==> config.mk <==
export PLATFORM = sky130hd
export DESIGN_NAME = mux_rr_scheduler
export DESIGN_NICKNAME = d
export VERILOG_FILES = /design/src/rtl/mux_rr_scheduler_pkg.sv /design/src/rtl/mux_rr_scheduler_rr_pick.sv /design/src/rtl/mux_rr_scheduler.sv
export SDC_FILE = /design/constraint.sdc
export NUM_CORES = 1
export LEC_CHECK = 0
export CAP_MARGIN = 5
export CORE_AREA = 10 10 80 89
export DETAILED_ROUTE_END_ITERATION = 7
export DIE_AREA = 0 0 90 99
export PLACE_DENSITY_LB_ADDON = 0.25
export RECOVER_POWER = 100
export REMOVE_ABC_BUFFERS = 1
export SETUP_SLACK_MARGIN = 0.4
export SYNTH_ARGS = -nofsm -noshare
export SYNTH_HDL_FRONTEND = slang
export SYNTH_SLANG_ARGS = --single-unit
==> constraint.sdc <==
create_clock -name clock -period 15.49 [get_ports clock]
set_clock_uncertainty 0.2 [all_clocks]
set_input_delay 3.098 -clock clock [delete_from_list [all_inputs] [get_ports clock]]
set_output_delay 3.098 -clock clock [all_outputs]
set_load 0.005 [all_outputs]
==> src/rtl/mux_rr_scheduler_pkg.sv <==
// Shared types and helpers for the round-robin multiplexer scheduler.
package mux_sched_pkg;

    typedef enum logic {
        IDLE = 1'b0,
        BUSY = 1'b1
    } state_t;

    // Increment modulo 2**n; callers cast the result back to their own index width.
    function automatic logic [31:0] next_index(input logic [31:0] idx, input int n);
        logic [31:0] mask;
        mask = (32'd1 << n) - 32'd1;
        return (idx + 32'd1) & mask;
    endfunction

endpackage

==> src/rtl/mux_rr_scheduler_rr_pick.sv <==
// Combinational round-robin search: first active request after 'last', ending at 'last'.
module rr_pick
    import mux_sched_pkg::*;
#(
    parameter int N = 3
) (
    input  logic [2**N-1:0] req_i,
    input  logic [N-1:0]    last_i,
    output logic [N-1:0]    winner_o,
    output logic            any_o
);

    localparam int NREQ = 2**N;

    logic [N-1:0] cand;
    logic         found;

    always_comb begin
        winner_o = '0;
        found    = 1'b0;
        cand     = N'(next_index(32'(last_i), N));
        for (int k = 0; k < NREQ; k++) begin
            if (!found && req_i[cand]) begin
                winner_o = cand;
                found    = 1'b1;
            end
            cand = N'(next_index(32'(cand), N));
        end
        any_o = found;
    end

endmodule

==> src/rtl/mux_rr_scheduler.sv <==
// Round-robin scheduler sharing one 2**N-to-1 word path, with a registered
// valid/ready output stage toward the single downstream consumer.
module mux_rr_scheduler
    import mux_sched_pkg::*;
#(
    parameter int N = 3,
    parameter int W = 8
) (
    input  logic                 clock,
    input  logic                 n_reset,
    input  logic [2**N-1:0]      req,
    input  logic [(2**N)*W-1:0]  data_in,
    output logic [2**N-1:0]      ack,
    output logic                 out_valid,
    output logic [W-1:0]         out_data,
    output logic [N-1:0]         out_src,
    input  logic                 out_ready
);

    localparam int NREQ = 2**N;

    state_t         state_q, state_d;
    logic [N-1:0]   last_q,  last_d;
    logic [W-1:0]   data_q,  data_d;
    logic [N-1:0]   src_q,   src_d;

    logic [N-1:0]   winner;
    logic           any_req;
    logic           load;
    logic [W-1:0]   sel_data;

    rr_pick #(.N(N)) u_pick (
        .req_i    (req),
        .last_i   (last_q),
        .winner_o (winner),
        .any_o    (any_req)
    );

    always_comb begin
        sel_data = '0;
        for (int i = 0; i < NREQ; i++) begin
            if (winner == N'(i)) begin
                sel_data = data_in[i*W +: W];
            end
        end
    end

    // A capture may overlap a retire: the held word leaves as the new one arrives.
    assign load = any_req && ((state_q == IDLE) || out_ready);

    always_comb begin
        ack = '0;
        if (load && n_reset) begin
            ack[winner] = 1'b1;
        end
    end

    always_comb begin
        state_d = state_q;
        last_d  = last_q;
        data_d  = data_q;
        src_d   = src_q;
        if (load) begin
            state_d = BUSY;
            last_d  = winner;
            data_d  = sel_data;
            src_d   = winner;
        end else if ((state_q == BUSY) && out_ready) begin
            state_d = IDLE;
        end
    end

    // last resets to all-ones so the first search begins at requester 0.
    always_ff @(posedge clock or negedge n_reset) begin
        if (!n_reset) begin
            state_q <= IDLE;
            last_q  <= '1;
            data_q  <= '0;
            src_q   <= '0;
        end else begin
            state_q <= state_d;
            last_q  <= last_d;
            data_q  <= data_d;
            src_q   <= src_d;
        end
    end

    assign out_valid = (state_q == BUSY);
    assign out_data  = data_q;
    assign out_src   = src_q;

endmodule

== Yosys cells after proc, flatten, opt, wreduce, memory -nomap -nowiden ==
Cells that the tools add are included.
W data, S select, Z words.
Storage, ports and cells
  bits in registers: 15
  input bits: 75
  output and inout port bits: 20
  logic and storage cells: 96
Operators by class
  $add $sub $neg: 8
  $lt $le $gt $ge: 10
  equality and inequality tests: 7
  mux-type cells: 45
  bitwise operators: 1
  reductions and logical operators: 21
Operators with widths (count)
  $mux W8: 9
  $lt A3 B4 Y1 const B: 9
  $add A3 B1 Y3 const B: 8
  $bmux W1 S3: 8
  $mux W3: 8
  $mux W1: 19
  $eq A3 B3 Y1 const B: 4
  $logic_and A1 B1 Y1: 11
  $logic_not A1 Y1: 7
  $eq A3 B2 Y1 const B: 2
  $demux W1 S3: 1
  $eq A3 B1 Y1 const B: 1
  $ge A3 B1 Y1 const B: 1
  $logic_not A3 Y1: 1
  $reduce_bool A2 Y1: 1
  $logic_or A1 B1 Y1: 1
  $not A1 Y1: 1

== Longest topological paths before layout ==
  word-level depth: 34
  mapped depth: 19
  mapped depth without buffers: 12

== By module ==
From an unflattened synthesis, not the netlist that was laid out.
Unflattened totals
  cell total of the unflattened synthesis: 243
  area total of the unflattened synthesis: 2074.5 sq um
By module, submodules not included
  mux_rr_scheduler: times used 1, cells an instance 148, area an instance 1219.9 sq um, seq. area each 379.1 sq um
  rr_pick: times used 1, cells an instance 95, area an instance 854.6 sq um, seq. area each 0.0 sq um

== Worst setup path after synthesis ==
Ideal clock, no wire load.
  path kind: input to output
  start: input req[7]
  end: output ack[1]
  data arrival time: 5.482 ns
  data required time: 12.192 ns
  setup slack: 6.711 ns
  stages on the path: 9
  buffers on the path: 1
  path through: mux4_2 mux2_4 nor2_8 nand3_4 or4_4 a22oi_4 buf_4 nand3_1 nor2_1
Between the ends
  word-level cells in the longest chain between the ends: 29
  elaborated cells between the ends (all ways): 54
  classes of those cells: order compare (2); mux (35); reduce/logical (17)
Ends and longest elaborated chain
  from (decl): line mux_rr_scheduler.sv:11  | input logic [2**N-1:0] req,
  $bmux W1 S3: line mux_rr_scheduler_rr_pick.sv:23  | if (!found && req_i[cand]) begin
  $mux W1 (implied by the code): line mux_rr_scheduler_rr_pick.sv:23
  $mux W1: line mux_rr_scheduler_rr_pick.sv:23
  $logic_not A1 Y1: line mux_rr_scheduler_rr_pick.sv:23
  $logic_and A1 B1 Y1: line mux_rr_scheduler_rr_pick.sv:23
  $mux W1: line mux_rr_scheduler_rr_pick.sv:23
  $logic_not A1 Y1: line mux_rr_scheduler_rr_pick.sv:23
  $logic_and A1 B1 Y1: line mux_rr_scheduler_rr_pick.sv:23
  (+13 left out)
  $logic_not A1 Y1: line mux_rr_scheduler_rr_pick.sv:23
  $logic_and A1 B1 Y1: line mux_rr_scheduler_rr_pick.sv:23
  $mux W3: line mux_rr_scheduler_rr_pick.sv:23
  $lt A3 B4 Y1 (implied by the code) or $ge A3 B1 Y1 (tied branches): line mux_rr_scheduler.sv:54  | ack[winner] = 1'b1;
  $logic_and A1 B1 Y1 (implied by the code): line mux_rr_scheduler.sv:54
  $mux W1 (implied by the code): line mux_rr_scheduler.sv:54
  $demux W1 S3: line mux_rr_scheduler.sv:54
  $mux W8 *: line mux_rr_scheduler.sv:53  | if (load && n_reset) begin
  to (decl): line mux_rr_scheduler.sv:13  | output logic [2**N-1:0] ack,
Every way passes the cells marked *; elsewhere a longest branch is shown, timed or not. The select of a mux whose other input is x is not followed.

== Worst setup path in the final report ==
  start: input req[2]
  end: output ack[1]
Same word-level chain as after synthesis.

==> flow_summary.yaml <==
clock_tree:
  cts_tree: "done"
  cts_resized: 0
  cts_buffers: 3
  clockRootBuffer: "clkbuf_8"
  h-tree-depth: 1
  clock-sinks: 15
  clk_pin_slew_ns: 0.06
  cts_setup_buffers: 0
  clockBufferDepth: 2
  hold_buffers: 0
  worst_skew_pair.late_latency_ns: 0.26
floorplanning:
  io_pins: 95
  initial_core_util: 0.4749
  die_area_um2: 8910
  die_w_um: 90
  rows: 28
  core_um2: 5290
  die_h_um: 99
sta:
  fin_crit_ns: 11.11
  whs_ns: 0.2861
  grt_setup_unrepaired: "no"
  hold_viol: 0
  fmax_mhz: 89.98
  tns_ns: 0
  period_share: 0.7174
  maxSlewHeadroom: -0.05853
  setup_viol: 0
  finalMaxSlewViolations: 16
  worstMarginPinSlew_ns: 1.588
layout:
  syn_to_final_growth_pct: 37.60
  insertedDiodeCount: 0
  drive_above_1_share: 0.1220
  fin_nets: 449
  fillers: 460
  fin_cells: 444
critical_path:
  cp_top_family: "simple AND/OR/NAND/NOR gates"
  worstReg2RegStart: "last_q[0]$_DFFE_PN1P_"
  r2r_end: "out_data[7]$_DFFE_PN0P_"
  cp_cell_sequence: "dlygate4sd3_1 > mux4_2 > nor2_1 > a221oi_1 > or2_2 > or4_4 > a22oi_1 > nand3_1 > nor2_1 > dlygate4sd3_1"
  worstSetupStartpointType: "input pin"
  path_class: "in2out"
  arrival_ns: 7.82
  crit_path_max_fanout: 16
  crit_path_end_kind: "output port"
  slowest_stage: "a22oi_1"
  rrSetupSlack_ns: 8.96
  worst-path-stages: 10
  rr_worst_depth: 12
  cp_data_required_time_ns: 12.19
  path_buf_inv: 2
  critPathMaxStageDelay_ns: 1.20
global_route:
  overflow: 0
  grt_pass1_vias: 2777
  grt_use_total: 0.1844
  grt_pass1_wl_mm: 13.86
  antenna_found_initial: 0
  grt_max_degree: 35
routing:
  first_pass_iters: 5
  ant_nets: 0
  viasPerCell: 6.160
  drc: 0
  vias: 2735
  wl_mm: 8.477
  wl_per_cell_um: 19.09
  drt-initial-drc-count: 152
logic_synthesis:
  synth_edf_count: 0
  synth_top_area_share: 0.1195
  synth.area.top_cells: "dfrtp_1 (12%), mux2_2 (7.6%), mux2i_1 (5.6%)"
  syn_avg_cell_area_um2: 8.663
  yosysWarnings: 0
  synth_cell_types: 71
  synth_flop_cell: "dfrtp_1"
  synth-seq-cells: 15
  syn_inst: 290
  postSynth.asyncResetShare: 1.000
  synth_top_area_cell: "dfrtp_1"
  synth_area_um2: 2512
  ys_seq_area_frac: 0.1509
place:
  port_buffers: 94
  gp_congestion: 0.9405
  dp_hpwl_mm: 6.863
  place_inst: 440
min_path:
  min_to: "out_data[5]$_DFFE_PN0P_"
  hold_start: "out_data[5]$_DFFE_PN0P_"
  holdPathStages: 2
  hold_path_class: "reg2reg"
run:
  maxCapViolations: 0
status:
  status: "finished with violations"
  violations: "max-slew violations"
area by class of cell:
class                           instances  area, µm²  share of cell area
Multi-Input combinational cell        245       1956              0.5657
Timing Repair Buffer                   94      940.9              0.2722
Sequential cell                        15      379.1              0.1097
Tap cell                               75      93.84             0.02714
Clock buffer                            3      41.29             0.01194
Inverter                               11      41.29             0.01194
Clock inverter                          1      5.005            0.001448
worst reg2reg max path, delay by kind of cell, from the launching register on:
kind                       cells  cell delay (ns)
and+or+nand+nor                4             1.31
buffers and inverters          1             0.31
AOI/OAI and AO/OA              5             2.03
muxes                          1             0.67
DFF                            1             0.94
adders and majority gates      1             0.94
registers in the layout, indices dropped and copies added (netlist names):
signal and flops:
out_data 8, last_q 3, out_src 3, out_valid 1
cells in the final DEF (no fill, tap or decap), types with 4 or more instances in the layout:
master,synthesis,routed
mux2_2,17,16
nand2b_1,5,5
a21oi_1,16,16
mux2_1,4,5
inv_1,11,11
a221oi_1,4,4
nor2_1,32,32
dlygate4sd3_1,0,19
o221ai_1,4,4
ha_1,4,4
dfrtp_1,12,12
nand3_1,6,6
o22ai_1,13,13
a221o_1,4,4
mux2i_1,14,14
nand2_1,18,18
o31ai_1,10,10
mux4_2,6,6
o21ai_0,11,12
nor3_1,6,6
clkdlybuf4s50_1,0,75
logic make-up after synthesis:
family / after synthesis / share of synthesized area
compound gates: 95 / 0.2774
xor+xnor: 10 / 0.06076
fa+ha+maj: 4 / 0.01992
buf+inv: 30 / 0.06274
flops: 15 / 0.1509
mux: 45 / 0.2351
simple gates: 91 / 0.1932
metrics by stage:
| step | cell area [µm²] | worst slack, ns | utilization |
|---|---|---|---|
| after global routing | 3457 | 4.130 | 0.6535 |
| after floorplan | 2396 | 6.701 | - |
| after detailed placement | 3431 | 5.105 | 0.6485 |
| after CTS | 3477 | 5.106 | 0.6573 |
| after global placement | 3431 | 5.286 | 0.6485 |
| final | 3457 | 4.377 | 0.6535 |
layer usage:
layer  share of wire  global-route usage  vias up  routed length (µm)
met4          0.0090             0.04412        0                  76
met2            0.53              0.3311      108                4494
met5               0                   0        -                   0
li1                -                   -     1280                   -
met3           0.076             0.04628        7                 647
met1            0.38              0.2143     1340                3258
worst max path at each step:
| stage | to | slack (ns) | startpoint |
|---|---|---|---|
| 2_1_floorplan | ack[1] | 6.70 | req[7] |
| 3_3_place_gp | ack[6] | 5.29 | req[2] |
| 3_5_place_dp | ack[6] | 5.10 | req[2] |
| 4_1_cts | ack[6] | 5.11 | req[2] |
| 5_1_grt | ack[7] | 4.13 | req[2] |
| 6_report | ack[1] | 4.38 | req[2] |
Yosys cell counts (all sizes together) (3+ instances only):
library cell	n
a2111oi	3
a211oi	3
a21oi	16
a221o	4
a221oi	4
a22oi	3
and2	4
buf	13
clkbuf	6
dfrtp	12
dfstp	3
ha	4
inv	11
mux2	23
mux2i	15
mux4	7
nand2	19
nand2b	5
nand3	8
nor2	33
nor3	7
nor4	3
o211ai	3
o21ai	14
o221ai	4
o22ai	13
o2bb2ai	3
o31ai	10
xnor2	4
xnor3	3
Power is left out: the tool's default activity adds up to more than one toggle a clock period on the data nets, which glitch-free logic cannot reach.
